## src/rtl/mips_cpu_lsu_if.sv

```systemverilog
// Request/response and Avalon-MM signals of the load/store unit.
// master: the LSU itself; slave: the CPU plus the memory it talks to.
interface mips_cpu_lsu_if #(
   parameter int unsigned ADDR_W = 32
) ();
   logic              req_valid;
   logic              req_ready;
   logic [3:0]        req_op;
   logic [ADDR_W-1:0] req_addr;
   logic [31:0]       req_wdata;
   logic [31:0]       req_rt_old;
   logic              resp_valid;
   logic [31:0]       resp_data;
   logic              resp_err;
   logic [ADDR_W-1:0] avm_address;
   logic              avm_read;
   logic              avm_write;
   logic [31:0]       avm_writedata;
   logic [3:0]        avm_byteenable;
   logic              avm_waitrequest;
   logic [31:0]       avm_readdata;

   modport master (
      input  req_valid, req_op, req_addr, req_wdata, req_rt_old, avm_waitrequest, avm_readdata,
      output req_ready, resp_valid, resp_data, resp_err, avm_address, avm_read, avm_write,
             avm_writedata, avm_byteenable
   );

   modport slave (
      output req_valid, req_op, req_addr, req_wdata, req_rt_old, avm_waitrequest, avm_readdata,
      input  req_ready, resp_valid, resp_data, resp_err, avm_address, avm_read, avm_write,
             avm_writedata, avm_byteenable
   );
endinterface

```

## src/rtl/mips_cpu_lsu.sv

```systemverilog
// Multicycle MIPS load/store unit: one request at a time onto an Avalon-MM master,
// with lane steering, sign/zero extension, LWL/LWR merge and optional stall timeout.
module mips_cpu_lsu #(
   parameter int unsigned ADDR_W  = 32,
   parameter int unsigned TIMEOUT = 0
) (
   input logic            clk,
   input logic            rst,
   mips_cpu_lsu_if.master bus_if
);

   typedef enum logic [1:0] {StIdle, StBus, StResp} state_e;

   state_e            r_state, w_state;
   logic [3:0]        r_op, w_op;
   logic [1:0]        r_a, w_a;
   logic [31:0]       r_rt_old, w_rt_old;
   logic [31:0]       r_cnt, w_cnt;
   logic [31:0]       r_resp_data, w_resp_data;
   logic              r_resp_err, w_resp_err;
   logic [ADDR_W-1:0] r_avm_address, w_avm_address;
   logic              r_avm_read, w_avm_read;
   logic              r_avm_write, w_avm_write;
   logic [31:0]       r_avm_writedata, w_avm_writedata;
   logic [3:0]        r_avm_byteenable, w_avm_byteenable;

   function automatic logic f_req_err(input logic [3:0] op, input logic [1:0] a);
      logic err;
      case (op)
         4'd0, 4'd1, 4'd8:  err = 1'b0;
         4'd2, 4'd3, 4'd9:  err = a[0];
         4'd4, 4'd10:       err = (a != 2'b00);
         4'd5, 4'd6:        err = 1'b0;
         default:           err = 1'b1;
      endcase
      return err;
   endfunction

   function automatic logic [3:0] f_be(input logic [3:0] op, input logic [1:0] a);
      logic [3:0] be;
      case (op)
         4'd0, 4'd1, 4'd8: be = 4'b0001 << a;
         4'd2, 4'd3, 4'd9: be = a[1] ? 4'b1100 : 4'b0011;
         default:          be = 4'b1111;
      endcase
      return be;
   endfunction

   function automatic logic [31:0] f_wdata(input logic [3:0] op, input logic [31:0] wd);
      logic [31:0] d;
      case (op)
         4'd8:    d = {4{wd[7:0]}};
         4'd9:    d = {2{wd[15:0]}};
         default: d = wd;
      endcase
      return d;
   endfunction

   function automatic logic [31:0] f_load(input logic [3:0] op, input logic [1:0] a,
                                          input logic [31:0] rd, input logic [31:0] rt);
      logic [7:0]  b;
      logic [15:0] h;
      logic [31:0] d;
      b = rd[{a, 3'b000} +: 8];
      h = a[1] ? rd[31:16] : rd[15:0];
      case (op)
         4'd0: d = {{24{b[7]}}, b};
         4'd1: d = {24'd0, b};
         4'd2: d = {{16{h[15]}}, h};
         4'd3: d = {16'd0, h};
         4'd4: d = rd;
         4'd5: begin
            case (a)
               2'd0:    d = {rd[7:0], rt[23:0]};
               2'd1:    d = {rd[15:0], rt[15:0]};
               2'd2:    d = {rd[23:0], rt[7:0]};
               default: d = rd;
            endcase
         end
         4'd6: begin
            case (a)
               2'd0:    d = rd;
               2'd1:    d = {rt[31:24], rd[31:8]};
               2'd2:    d = {rt[31:16], rd[31:16]};
               default: d = {rt[31:8], rd[31:24]};
            endcase
         end
         default: d = 32'd0;
      endcase
      return d;
   endfunction

   always_comb begin
      w_state          = r_state;
      w_op             = r_op;
      w_a              = r_a;
      w_rt_old         = r_rt_old;
      w_cnt            = r_cnt;
      w_resp_data      = r_resp_data;
      w_resp_err       = r_resp_err;
      w_avm_address    = r_avm_address;
      w_avm_read       = r_avm_read;
      w_avm_write      = r_avm_write;
      w_avm_writedata  = r_avm_writedata;
      w_avm_byteenable = r_avm_byteenable;
      unique case (r_state)
         StIdle, StResp: begin
            w_state = StIdle;
            if (bus_if.req_valid) begin
               w_op     = bus_if.req_op;
               w_a      = bus_if.req_addr[1:0];
               w_rt_old = bus_if.req_rt_old;
               w_cnt    = 32'd0;
               if (f_req_err(bus_if.req_op, bus_if.req_addr[1:0])) begin
                  w_state     = StResp;
                  w_resp_err  = 1'b1;
                  w_resp_data = 32'd0;
               end else begin
                  w_state          = StBus;
                  w_avm_address    = {bus_if.req_addr[ADDR_W-1:2], 2'b00};
                  // Legal reads are ops 0-6 and legal writes 8-10, so bit 3 picks direction.
                  w_avm_read       = ~bus_if.req_op[3];
                  w_avm_write      = bus_if.req_op[3];
                  w_avm_byteenable = f_be(bus_if.req_op, bus_if.req_addr[1:0]);
                  w_avm_writedata  = f_wdata(bus_if.req_op, bus_if.req_wdata);
               end
            end
         end
         StBus: begin
            if (!bus_if.avm_waitrequest) begin
               w_state     = StResp;
               w_avm_read  = 1'b0;
               w_avm_write = 1'b0;
               w_resp_err  = 1'b0;
               w_resp_data = f_load(r_op, r_a, bus_if.avm_readdata, r_rt_old);
            end else if (TIMEOUT != 0 && r_cnt + 32'd1 == TIMEOUT) begin
               w_state     = StResp;
               w_avm_read  = 1'b0;
               w_avm_write = 1'b0;
               w_resp_err  = 1'b1;
               w_resp_data = 32'd0;
            end else begin
               w_cnt = r_cnt + 32'd1;
            end
         end
         default: w_state = StIdle;
      endcase
   end

   always_ff @(posedge clk) begin
      if (rst) begin
         r_state          <= StIdle;
         r_op             <= 4'd0;
         r_a              <= 2'd0;
         r_rt_old         <= 32'd0;
         r_cnt            <= 32'd0;
         r_resp_data      <= 32'd0;
         r_resp_err       <= 1'b0;
         r_avm_address    <= '0;
         r_avm_read       <= 1'b0;
         r_avm_write      <= 1'b0;
         r_avm_writedata  <= 32'd0;
         r_avm_byteenable <= 4'd0;
      end else begin
         r_state          <= w_state;
         r_op             <= w_op;
         r_a              <= w_a;
         r_rt_old         <= w_rt_old;
         r_cnt            <= w_cnt;
         r_resp_data      <= w_resp_data;
         r_resp_err       <= w_resp_err;
         r_avm_address    <= w_avm_address;
         r_avm_read       <= w_avm_read;
         r_avm_write      <= w_avm_write;
         r_avm_writedata  <= w_avm_writedata;
         r_avm_byteenable <= w_avm_byteenable;
      end
   end

   assign bus_if.req_ready      = (r_state != StBus);
   assign bus_if.resp_valid     = (r_state == StResp);
   assign bus_if.resp_data      = r_resp_data;
   assign bus_if.resp_err       = r_resp_err;
   assign bus_if.avm_address    = r_avm_address;
   assign bus_if.avm_read       = r_avm_read;
   assign bus_if.avm_write      = r_avm_write;
   assign bus_if.avm_writedata  = r_avm_writedata;
   assign bus_if.avm_byteenable = r_avm_byteenable;

endmodule

```

## src/flat_wrapper.sv

```systemverilog
// flat-port wrapper written by rule: the top's interface ports become plain ports
module mips_cpu_lsu_flat 
#(
   parameter int unsigned ADDR_W  = 32,
   parameter int unsigned TIMEOUT = 0
)
  (clk, rst, bus_if_req_valid, bus_if_req_op, bus_if_req_addr, bus_if_req_wdata, bus_if_req_rt_old, bus_if_avm_waitrequest, bus_if_avm_readdata, bus_if_req_ready, bus_if_resp_valid, bus_if_resp_data, bus_if_resp_err, bus_if_avm_address, bus_if_avm_read, bus_if_avm_write, bus_if_avm_writedata, bus_if_avm_byteenable);
  mips_cpu_lsu_if #(.ADDR_W(ADDR_W)) bus_if_i ();
  input logic clk;
  input logic rst;
  input wire logic [$bits(bus_if_i.req_valid)-1:0] bus_if_req_valid;
  input wire logic [$bits(bus_if_i.req_op)-1:0] bus_if_req_op;
  input wire logic [$bits(bus_if_i.req_addr)-1:0] bus_if_req_addr;
  input wire logic [$bits(bus_if_i.req_wdata)-1:0] bus_if_req_wdata;
  input wire logic [$bits(bus_if_i.req_rt_old)-1:0] bus_if_req_rt_old;
  input wire logic [$bits(bus_if_i.avm_waitrequest)-1:0] bus_if_avm_waitrequest;
  input wire logic [$bits(bus_if_i.avm_readdata)-1:0] bus_if_avm_readdata;
  output wire logic [$bits(bus_if_i.req_ready)-1:0] bus_if_req_ready;
  output wire logic [$bits(bus_if_i.resp_valid)-1:0] bus_if_resp_valid;
  output wire logic [$bits(bus_if_i.resp_data)-1:0] bus_if_resp_data;
  output wire logic [$bits(bus_if_i.resp_err)-1:0] bus_if_resp_err;
  output wire logic [$bits(bus_if_i.avm_address)-1:0] bus_if_avm_address;
  output wire logic [$bits(bus_if_i.avm_read)-1:0] bus_if_avm_read;
  output wire logic [$bits(bus_if_i.avm_write)-1:0] bus_if_avm_write;
  output wire logic [$bits(bus_if_i.avm_writedata)-1:0] bus_if_avm_writedata;
  output wire logic [$bits(bus_if_i.avm_byteenable)-1:0] bus_if_avm_byteenable;
  assign bus_if_i.req_valid = bus_if_req_valid;
  assign bus_if_i.req_op = bus_if_req_op;
  assign bus_if_i.req_addr = bus_if_req_addr;
  assign bus_if_i.req_wdata = bus_if_req_wdata;
  assign bus_if_i.req_rt_old = bus_if_req_rt_old;
  assign bus_if_i.avm_waitrequest = bus_if_avm_waitrequest;
  assign bus_if_i.avm_readdata = bus_if_avm_readdata;
  assign bus_if_req_ready = bus_if_i.req_ready;
  assign bus_if_resp_valid = bus_if_i.resp_valid;
  assign bus_if_resp_data = bus_if_i.resp_data;
  assign bus_if_resp_err = bus_if_i.resp_err;
  assign bus_if_avm_address = bus_if_i.avm_address;
  assign bus_if_avm_read = bus_if_i.avm_read;
  assign bus_if_avm_write = bus_if_i.avm_write;
  assign bus_if_avm_writedata = bus_if_i.avm_writedata;
  assign bus_if_avm_byteenable = bus_if_i.avm_byteenable;
  mips_cpu_lsu #(.ADDR_W(ADDR_W), .TIMEOUT(TIMEOUT)) u_core (.clk(clk), .rst(rst), .bus_if(bus_if_i));
endmodule
```

## config.mk

```make
export PLATFORM = sky130hd
export DESIGN_NAME = mips_cpu_lsu_flat
export DESIGN_NICKNAME = d
export VERILOG_FILES = /design/src/rtl/mips_cpu_lsu_if.sv /design/src/rtl/mips_cpu_lsu.sv /design/src/flat_wrapper.sv
export SDC_FILE = /design/constraint.sdc
export NUM_CORES = 1
export LEC_CHECK = 0
export ABC_CLOCK_PERIOD_IN_PS = 1900
export CAP_MARGIN = 15
export CORE_MARGIN = 3
export CORE_UTILIZATION = 42
export CTS_CLUSTER_DIAMETER = 30
export DETAILED_ROUTE_END_ITERATION = 12
export GPL_TIMING_DRIVEN = 1
export PLACE_DENSITY = 0.79
export RECOVER_POWER = 100
export SLEW_MARGIN = 10
export SYNTH_ARGS = -nofsm -noshare
export SYNTH_HDL_FRONTEND = slang
export SYNTH_SLANG_ARGS = --single-unit
export TNS_END_PERCENT = 5
```

## constraint.sdc

```tcl
create_clock -name clk -period 1.9 [get_ports clk]
set_clock_uncertainty 0.15 [all_clocks]
set_input_delay 0.38 -clock clk [delete_from_list [all_inputs] [get_ports clk]]
set_output_delay 0.38 -clock clk [all_outputs]
set_load 0.03 [all_outputs]
```

==> results of run 1 <==
-- path summary, 6_finish.rpt --
check / from / endpoint / slack (ns) / depth (start not counted)
min reg2reg: u_core.bus_if.resp_data[20] / u_core.bus_if.resp_data[20] / 0.31 / 1
max: u_core.r_a[1] / u_core.bus_if.resp_data[21] / -0.17 / 5
min: u_core.bus_if.resp_data[20] / u_core.bus_if.resp_data[20] / 0.31 / 1
max reg2reg: u_core.r_a[1] / u_core.bus_if.resp_data[21] / -0.17 / 5
-- power by group through the flow --
stage                     Combinational (uW)  Sequential, uW  Clock (uW)
final                                   2200            3250        3280
after floorplan                          854            3490           0
after CTS                               2140            3240        3320
after detailed placement                2130            3310           0
after global placement                  2100            3300           0
after global routing                    2330            3260        3440
-- critical path, cell delays in order, from the launching register on --
cell and delay, ns:
dfxtp_4 0.42, buf_12 0.16, mux4_2 0.51, a222oi_1 0.37
nor2_1 0.08, a211o_1 0.26
-- synth_stat cells, drive strengths merged, types with 2 or more instances --
cell type / number
mux2i: 61
o21ai: 52
a211oi: 13
nand2b: 11
o2bb2ai: 12
a222oi: 14
a22oi: 2
nand3b: 3
a211o: 17
a22o: 9
nor2b: 4
clkbuf: 44
mux2: 9
buf: 44
nor2: 35
and3: 2
mux4: 16
a21oi: 101
a2111oi: 2
o31ai: 2
nor3b: 2
a32oi: 2
dfxtp: 141
nor4: 16
a31o: 16
o21a: 2
nand2: 111
o211ai: 3
or3b: 2
a221oi: 14
nand3: 48
-- logic make-up (layout without fill, tap and decap cells) --
group	Yosys count	in the layout
AND/OR/NAND/NOR	242	242
AO/OA/AOI/OAI	270	270
buffers and inverters	89	419
flip-flops	141	141
multiplexers	86	86
other	1	3
-- per-layer routing --
metal,wire length (um),up-vias,GRT usage [%]
met5,0,-,0
met4,1630,0,14.91
met3,3190,121,9.963
met2,13580,571,48.17
met1,10360,3820,33.85
li1,-,3736,-
-- state kept, by name (all words and copies together) (netlist names) --
register	cells
u_core.r_rt_old	32
u_core.bus_if.avm_read	1
u_core.bus_if.avm_address	30
u_core.r_state	2
u_core.r_a	2
u_core.bus_if.avm_writedata	32
u_core.bus_if.resp_err	1
u_core.bus_if.avm_byteenable	4
u_core.bus_if.resp_data	32
u_core.r_op	4
u_core.bus_if.avm_write	1
-- cell type report --
class	instances	area, um^2
tap	220	275.3
fill	1298	5199
timing repair buffer	387	3582
clock buffer	18	439.2
inverter	1	3.754
multi-input combinational	600	4223
sequential	141	2833
antenna	1	2.502
clock inverter	13	143.9
-- timing repair --
| action | CTS | global route |
|---|---|---|
| resized for setup | 141 | 23 |
| buffers inserted | 5 | 5 |
| cloned | 1 | 1 |
| pin swaps | 12 | 10 |
| setup endpoints to repair | 176 | 40 |
| hold buffers | 0 | 0 |
-- cell usage in the layout, fill, tap and decap left out, types with 4 or more instances in the layout --
cell type / count
clkbuf_16: 18
a211oi_2: 4
o21ai_1: 13
dlygate4sd2_1: 105
a221oi_2: 5
mux4_2: 16
buf_12: 14
o21ai_0: 39
a31o_1: 13
clkbuf_2: 4
a211oi_1: 9
nand2b_1: 10
mux2_2: 9
a222oi_1: 14
a211o_1: 17
mux2i_2: 6
buf_4: 119
nand3_1: 48
clkdlybuf4s50_1: 129
clkinv_4: 4
a221oi_1: 9
a21oi_1: 100
dfxtp_1: 137
nand2_1: 111
a22o_1: 9
buf_6: 6
o2bb2ai_1: 12
nor4_1: 14
nor2_1: 34
clkinvlp_4: 4
mux2i_1: 53
-- per-stage QoR --
| stage | util, % | hold slack [ns] | setup slack (ns) |
|---|---|---|---|
| CTS | 68.32 | 0.3095 | -0.1104 |
| floorplan | - | 0.2857 | -0.01138 |
| global route | 68.87 | 0.3323 | -0.2336 |
| finish | 68.87 | 0.3079 | -0.1738 |
| global placement | 64.38 | 0.2932 | -0.5349 |
| detailed placement | 64.38 | 0.3018 | -0.6110 |
==> impl_metrics.csv, run 1 <==
group,metric,value,unit
global_routing,grt_pass1_vias,8079,
cts,htreeDepth,4,
global_routing,antenna_found_initial,1,
power_and_ir_drop,powerDensity,759.0,nW/um^2
cts,cts-root-buf,"clkbuf_16",
sta,worst_pin_slew,0.8768,ns
logic_synthesis,synthXorXnorAreaFrac,0,%
job,maxCapViolations,0,
cts,cts_buffer_depth,2,
sta,rsz0062_at_grt,"yes",
logic_synthesis,syn_avg_cell_area,8.709,um^2
floorplan,ios,241,
place,place_area,10750,um^2
floorplan,dieArea,18800,um^2
global_routing,grt_start_max_net_pins,74,
run_status,status,"finished, violations left",
power_and_ir_drop,pwr-share-seq,37.2,%
sta,setup_violations,44,
detailed_routing,wl_per_cell,20.83,um
run_status,violations,"negative setup slack",
detailed_routing,drt_pass1_iterations,9,
critical_path,crit_required,2.05,ns
logic_synthesis,yosys_warnings,0,
hold_path,hold_class,"reg2reg",
layout,fin_cells,1381,
logic_synthesis,synth-simple-area-share,15.56,%
power_and_ir_drop,p_switching,2619,uW
critical_path,cp_max_fo,11,
layout,drive_above_1_share,22.16,%
sta,period_share,109.1,%
power_and_ir_drop,p_int,6110,uW
power_and_ir_drop,p_comb_share,25.2,%
sta,max_freq,0.4822,GHz
sta,timing.final.crit_period,2.074,ns
critical_path,critical_path_class,"reg2reg",
place,io_buffers,238,
floorplan,die_h,137.1,um
layout,design_area,11500,um^2
critical_path,cp.arrival,2.22,ns
cts,numCtsBuffers,17,
sta,slew_headroom,41.23,%
sta,finalMaxSlewViolations,0,
global_routing,grt_overflow,0,
logic_synthesis,syn_inst,829,
detailed_routing,wirelength,28770,um
place,gp_congestion,0.9741,
sta,setup_slack,-0.1738,ns
logic_synthesis,synth-seq-cells,141,
floorplan,core_region_area,16700,um^2
global_routing,grt_pass1_wl,42920,um
logic_synthesis,netlist.area_leader.share,39.10,%
detailed_routing,drc,0,
logic_synthesis,async_reset_ff_share,0,%
power_and_ir_drop,ir_worst_vdd,760.1,uV
detailed_routing,vias_per_cell,5.972,
power_and_ir_drop,switching_share,30.01,%
logic_synthesis,synth_enable_flop_cells,0,
global_routing,track_usage,29.30,%
power_and_ir_drop,power.share.clock,37.6,%
logic_synthesis,syn-cell-area,7219,um^2
cts,cts_tree,"done",
power_and_ir_drop,p_total,8730,uW
logic_synthesis,synth-seq-area-share,39.10,%
logic_synthesis,synth-compound-area-share,24.85,%
logic_synthesis,synth-main-ff-cell,"dfxtp_1",
layout,nNetsFinal,1284,
cts,clk_pin_slew,0.06,ns
detailed_routing,final_antenna_net_count,0,
detailed_routing,vias,8248,
cts,clkSinkCount,141,
floorplan,die_w,137.1,um
layout,synthToLayoutAreaGrowth,59.32,%
sta,tns,-3.335,ns
logic_synthesis,synthDistinctLibCells,60,
floorplan,initial_core_util,43.23,%
logic_synthesis,yosys.area.top_type,"dfxtp_1",
logic_synthesis,synth_area_leaders,"dfxtp_1 39%, mux2i_1 8.5%, a21oi_1 6.9%, nand2_1 5.8%, mux4_2 5.0%",
logic_synthesis,synthMuxAreaShare,14.85,%
critical_path,end_kind,"flop",
logic_synthesis,synth_top_family_by_area,"compound AO/OA/AOI/OAI gates",
cts,clock_latency,0.42,ns
place,hpwl,19700,um
power_and_ir_drop,p_leak,0.004818,uW
floorplan,rows,47,
detailed_routing,drt-initial-drc-count,935,
place,dp_cells,1338,
sta,hold_violations,0,
critical_path,critPathLaunchType,"flop",
logic_synthesis,synth_fa_ha_area_share,0,%
No activity file was read; power rests on OpenSTA's default activity.
==> inputs of run 2 (changes only) <==
--- a/config.mk
+++ b/config.mk
@@ -14,6 +14,7 @@
 export GPL_TIMING_DRIVEN = 1
 export PLACE_DENSITY = 0.79
 export RECOVER_POWER = 100
+export SKIP_LAST_GASP = 1
 export SLEW_MARGIN = 10
 export SYNTH_ARGS = -nofsm -noshare
 export SYNTH_HDL_FRONTEND = slang
==> impl_metrics.csv, run 2 (synthesized netlist as in run 1, its figures left out) <==
group,metric,value,unit
critical_path,crit_required,2.05,ns
critical_path,end_kind,"flop",
critical_path,cp_top_family,"compound AO/OA/AOI/OAI gates",
critical_path,critPathLaunchType,"flop",
critical_path,cp_slowest_cell,"dfxtp_4",
critical_path,crit_top_cell,"mux2i_1",
floorplan,core_region_area,16700,um^2
power_and_ir_drop,ir_worst_vdd,757.1,uV
critical_path,cp_slowest_stage_delay,0.43,ns
power_and_ir_drop,p_leak,0.004409,uW
critical_path,path_cells,"buf_12 -> mux2i_1 -> mux2i_1 -> a222oi_1 -> nor2_1 -> a211o_1",
cts,cts_hold_buf,0,
place,hpwl,19700,um
critical_path,crit_cells,6,
sta,max_freq,0.4856,GHz
sta,hold_violations,0,
layout,layout_commonest_cell,"clkdlybuf4s50_1",
cts,cts_buffer_depth,2,
sta,timing.final.crit_period,2.059,ns
detailed_routing,route.met3.wl,3064,um
layout,post-route-util,69.40,%
detailed_routing,drt_pass1_iterations,8,
critical_path,cp_max_fo,16,
cts,clkSinkCount,141,
layout,multi_input_area,4198,um^2
cts,clock_latency,0.41,ns
run_status,status,"finished, violations left",
global_routing,antenna_found_initial,1,
layout,seqCellArea,2831,um^2
detailed_routing,vias_per_cell,5.912,
detailed_routing,m1WireLength,10240,um
power_and_ir_drop,p_total,8782,uW
place,io_buffers,238,
floorplan,initial_core_util,43.23,%
global_routing,grt_pass1_wl,42290,um
hold_path,min_path_cells,4,
detailed_routing,wl_per_cell,20.56,um
critical_path,reg2reg_depth,6,
critical_path,cp.arrival,2.21,ns
cts,cts-root-buf,"clkbuf_16",
global_routing,track_usage,28.82,%
sta,setup_slack,-0.1592,ns
cts,htreeDepth,4,
sta,finalMaxSlewViolations,0,
detailed_routing,vias,8153,
power_and_ir_drop,powerDensity,757.6,nW/um^2
layout,drive_above_1_share,21.68,%
place,gp_congestion,0.9741,
global_routing,grt_overflow,0,
hold_path,hold_class,"in2reg",
layout,nNetsFinal,1282,
global_routing,grt_pass1_vias,8053,
layout,layout_common_cells,"229 x clkdlybuf4s50_1, 138 x dfxtp_1, 124 x buf_4, 111 x nand2_1, 99 x a21oi_1",
global_routing,grt_start_max_net_pins,74,
floorplan,die_w,137.1,um
cts,clk_pin_slew,0.06,ns
detailed_routing,wl_met2,13630,um
sta,setup_violations,149,
sta,worst_pin_slew,0.8505,ns
critical_path,critical_path_class,"reg2reg",
cts,cts_tree,"done",
floorplan,die_h,137.1,um
job,maxCapViolations,0,
cts,numCtsBuffers,17,
sta,period_share,108.4,%
sta,slew_headroom,42.99,%
layout,synthToLayoutAreaGrowth,60.55,%
floorplan,dieArea,18800,um^2
detailed_routing,wirelength,28360,um
run_status,violations,"negative setup slack",
detailed_routing,final_antenna_net_count,0,
sta,rsz0062_at_grt,"yes",
critical_path,path_buf_inv,1,
detailed_routing,highest_layer,"met4",
floorplan,rows,47,
layout,fill_cells,1263,
detailed_routing,drt-initial-drc-count,749,
floorplan,ios,241,
detailed_routing,drc,0,
run 2: cell types whose count changed in the layout (fill, tap and decap cells not counted), moves of 5 or more:
cell / delta
nor4_2: +6
nor4_1: -6
buf_4: +5
dlygate4sd2_1: -103
clkdlybuf4s50_1: +100
mux2i_1: +5
run 2: path summary, 6_finish.rpt:
| kind | startpoint | endpoint | slack [ns] |
|---|---|---|---|
| max | u_core.r_a[0] | u_core.bus_if.resp_data[29] | -0.16 |
| min | bus_if_req_addr[1] | u_core.r_a[1] | 0.28 |
| max reg2reg | u_core.r_a[0] | u_core.bus_if.resp_data[29] | -0.16 |
| min reg2reg | u_core.r_rt_old[31] | u_core.r_rt_old[31] | 0.31 |
run 2: area by class of cell:
class / instances / share of cell area [%]
repair buffers: 385 / 31.90
clock inverters: 13 / 1.241
flip-flops and latches: 141 / 24.43
inverters: 1 / 0.03238
diodes: 1 / 0.02159
well taps: 220 / 2.375
multi-input cells: 600 / 36.22
clock buffers: 18 / 3.789
run 2: stage by stage:
stage	area (um^2)	instances	setup TNS, ns	setup slack, ns	hold WS (ns)
2_1_floorplan	7242	830	-0.1273	-0.01138	0.2857
3_3_place_gp	10750	1338	-46.18	-0.5349	0.2932
3_5_place_dp	10750	1338	-51.43	-0.6110	0.3018
4_1_cts	11450	1375	-11.99	-0.1370	0.3128
5_1_grt	11590	1379	-18.70	-0.2317	0.2991
6_report	11590	1379	-9.773	-0.1592	0.2776
run 2: where the power goes:
part           total (uW)  internal [uW]  switching (uW)  leakage [uW]
combinational        2250           1090            1160       0.00298
sequential           3250           3130             125       0.00115
clock                3280           1960            1310      0.000274
total                8780           6180            2600       0.00441
run 2: timing repair:
action                     in CTS  in global routing
setup endpoints to repair     176                202
cloned                          1                  1
resized for setup              17                 35
setup buffers                   5                  3
pin swaps                       5                  9
run 2: tightest hold or removal path: cells and delay by family:
kind,cells,cell delay (ns)
buffers and inverters,2,0.32
AND/OR/NAND/NOR,1,0.05
AO/OA/AOI/OAI,1,0.05
run 2: metal layers:
metal	up-vias	track usage, %
met5	-	0
li1	3728	-
met3	97	10.00
met2	506	47.68
met4	0	14.08
met1	3822	33.17
==> inputs of run 3 (changes only) <==
==> constraint.sdc (replaced) <==
create_clock -name clk -period 1.9 [get_ports clk]
set_clock_uncertainty 0.15 [all_clocks]
set_input_delay 0.19 -clock clk [delete_from_list [all_inputs] [get_ports clk]]
set_output_delay 0.19 -clock clk [all_outputs]
set_load 0.03 [all_outputs]
==> impl_metrics.csv, run 3 (synthesized netlist as in run 1, its figures left out) <==
group,metric,value,unit
power_and_ir_drop,p_switching,2622,uW
hold_path,hp-start,"rst",
global_routing,track_usage,28.43,%
layout,fill_cells,1294,
cts,clk_pin_slew,0.06,ns
cts,clock_latency,0.43,ns
power_and_ir_drop,power.share.clock,38.1,%
global_routing,grt_start_max_net_pins,58,
critical_path,path_cells,"buf_12 -> mux4_2 -> a222oi_1 -> nor2_1 -> a211o_1",
global_routing,antenna_found_initial,0,
critical_path,cp_slowest_stage_delay,0.49,ns
critical_path,reg2reg_to,"u_core.bus_if.resp_data[19]",
critical_path,reg2reg_slack,-0.17,ns
power_and_ir_drop,pwr-share-seq,37.0,%
sta,tns,-3.228,ns
global_routing,grt_overflow,0,
run_status,violations,"negative setup slack",
critical_path,cp.arrival,2.23,ns
hold_path,min_to,"u_core.bus_if.avm_writedata[7]",
critical_path,critPathLaunchType,"flop",
detailed_routing,vias,8087,
cts,htreeDepth,4,
cts,cts_buffer_depth,2,
detailed_routing,drt-initial-drc-count,931,
global_routing,grt_pass1_wl,41310,um
critical_path,rr_startpoint,"u_core.r_a[1]",
critical_path,cp_top_family,"compound AO/OA/AOI/OAI gates",
layout,nNetsFinal,1279,
sta,setup_violations,38,
critical_path,cp_max_fo,7,
critical_path,critical_path_class,"reg2reg",
power_and_ir_drop,ir_worst_vdd,667.4,uV
layout,post-route-util,68.43,%
layout,synthToLayoutAreaGrowth,58.30,%
sta,rsz0062_at_grt,"yes",
critical_path,end_kind,"flop",
sta,max_freq,0.4838,GHz
floorplan,core_region_area,16700,um^2
cts,cts_tree,"done",
cts,cts-root-buf,"clkbuf_16",
sta,slew_headroom,52.26,%
sta,setup_slack,-0.1669,ns
sta,hold_violations,0,
layout,drive_above_1_share,19.46,%
critical_path,crit_required,2.06,ns
layout,diodes,0,
power_and_ir_drop,p_leak,0.004330,uW
cts,clkSinkCount,141,
cts,cts_hold_buf,0,
detailed_routing,final_antenna_net_count,0,
floorplan,initial_core_util,43.23,%
power_and_ir_drop,powerDensity,768.9,nW/um^2
floorplan,dieArea,18800,um^2
sta,finalMaxSlewViolations,0,
layout,layout_commonest_cell,"clkdlybuf4s50_1",
floorplan,die_w,137.1,um
hold_path,min_path_cells,3,
floorplan,rows,47,
place,place_ws,-0.4020,ns
layout,design_area,11430,um^2
cts,numCtsBuffers,17,
detailed_routing,vias_per_cell,5.877,
hold_path,hold_class,"in2reg",
power_and_ir_drop,p_comb_share,24.9,%
critical_path,reg2reg_depth,5,
power_and_ir_drop,p_total,8787,uW
critical_path,path_buf_inv,1,
sta,worst_pin_slew,0.7123,ns
run_status,status,"finished, violations left",
sta,period_share,108.8,%
detailed_routing,drt_pass1_iterations,9,
place,hpwl,19630,um
power_and_ir_drop,p_int,6166,uW
place,gp_congestion,0.9047,
critical_path,cp_slowest_cell,"mux4_2",
job,maxCapViolations,0,
global_routing,grt_pass1_vias,7819,
sta,timing.final.crit_period,2.067,ns
detailed_routing,wirelength,27450,um
floorplan,ios,241,
floorplan,die_h,137.1,um
detailed_routing,drc,0,
place,place_area,10740,um^2
power_and_ir_drop,switching_share,29.84,%
detailed_routing,wl_per_cell,19.95,um
layout,layout_common_cells,"230 x clkdlybuf4s50_1, 138 x dfxtp_1, 125 x buf_4, 111 x nand2_1, 100 x a21oi_1",
place,io_buffers,238,
run 3: repair_timing:
item	4_1_cts	5_1_grt
pin swaps	2	3
endpoints found under the setup margin	29	65
gates resized for setup	3	8
gates cloned	0	2
buffers inserted	0	7
endpoints found under the hold margin	0	0
run 3: metal layers:
metal / track usage, % / up-vias / wire, um
li1: - / 3721 / -
met1: 33.72 / 3778 / 9886
met2: 45.64 / 498 / 12990
met3: 10.40 / 90 / 3278
met4: 13.53 / 0 / 1293
met5: 0 / - / 0
run 3: tightest hold or removal path: stages:
cell,delay [ns]
buf_4,0.09
buf_4,0.29
a21oi_1,0.06
run 3: stage by stage:
step                hold slack [ns]  cells
floorplan                    0.1760    830
global placement             0.2935   1335
detailed placement           0.2982   1335
CTS                         0.09470   1367
global route                 0.1246   1376
finish                       0.1129   1376
run 3: power by group through the flow:
stage               Combinational, uW  Clock [uW]  Sequential, uW
global route                     2330        3520            3260
global placement                 2100           0            3300
floorplan                         854           0            3490
detailed placement               2140           0            3310
finish                           2190        3350            3250
CTS                              2150        3380            3250
run 3: worst max path at each step:
stage	start	endpoint	slack, ns	cells past startpoint
after floorplan	u_core.r_a[0]	u_core.bus_if.resp_data[26]	-0.01	7
after global placement	bus_if_req_addr[0]	u_core.bus_if.avm_writedata[23]	-0.34	8
after detailed placement	bus_if_req_addr[0]	u_core.bus_if.avm_writedata[23]	-0.40	8
after CTS	u_core.r_a[0]	u_core.bus_if.resp_data[24]	-0.21	6
after global routing	u_core.r_a[1]	u_core.bus_if.resp_data[19]	-0.21	5
final	u_core.r_a[1]	u_core.bus_if.resp_data[19]	-0.17	5
run 3: cell type report:
cell class	instances	area (um^2)	share of cell area, %
sequential	141	2831	24.78
clock inverter	13	142.6	1.248
clock buffer	19	442.9	3.876
multi-input combinational	600	4059	35.52
timing repair buffer	382	3674	32.14
inverter	1	3.754	0.03284
tap	220	275.3	2.409
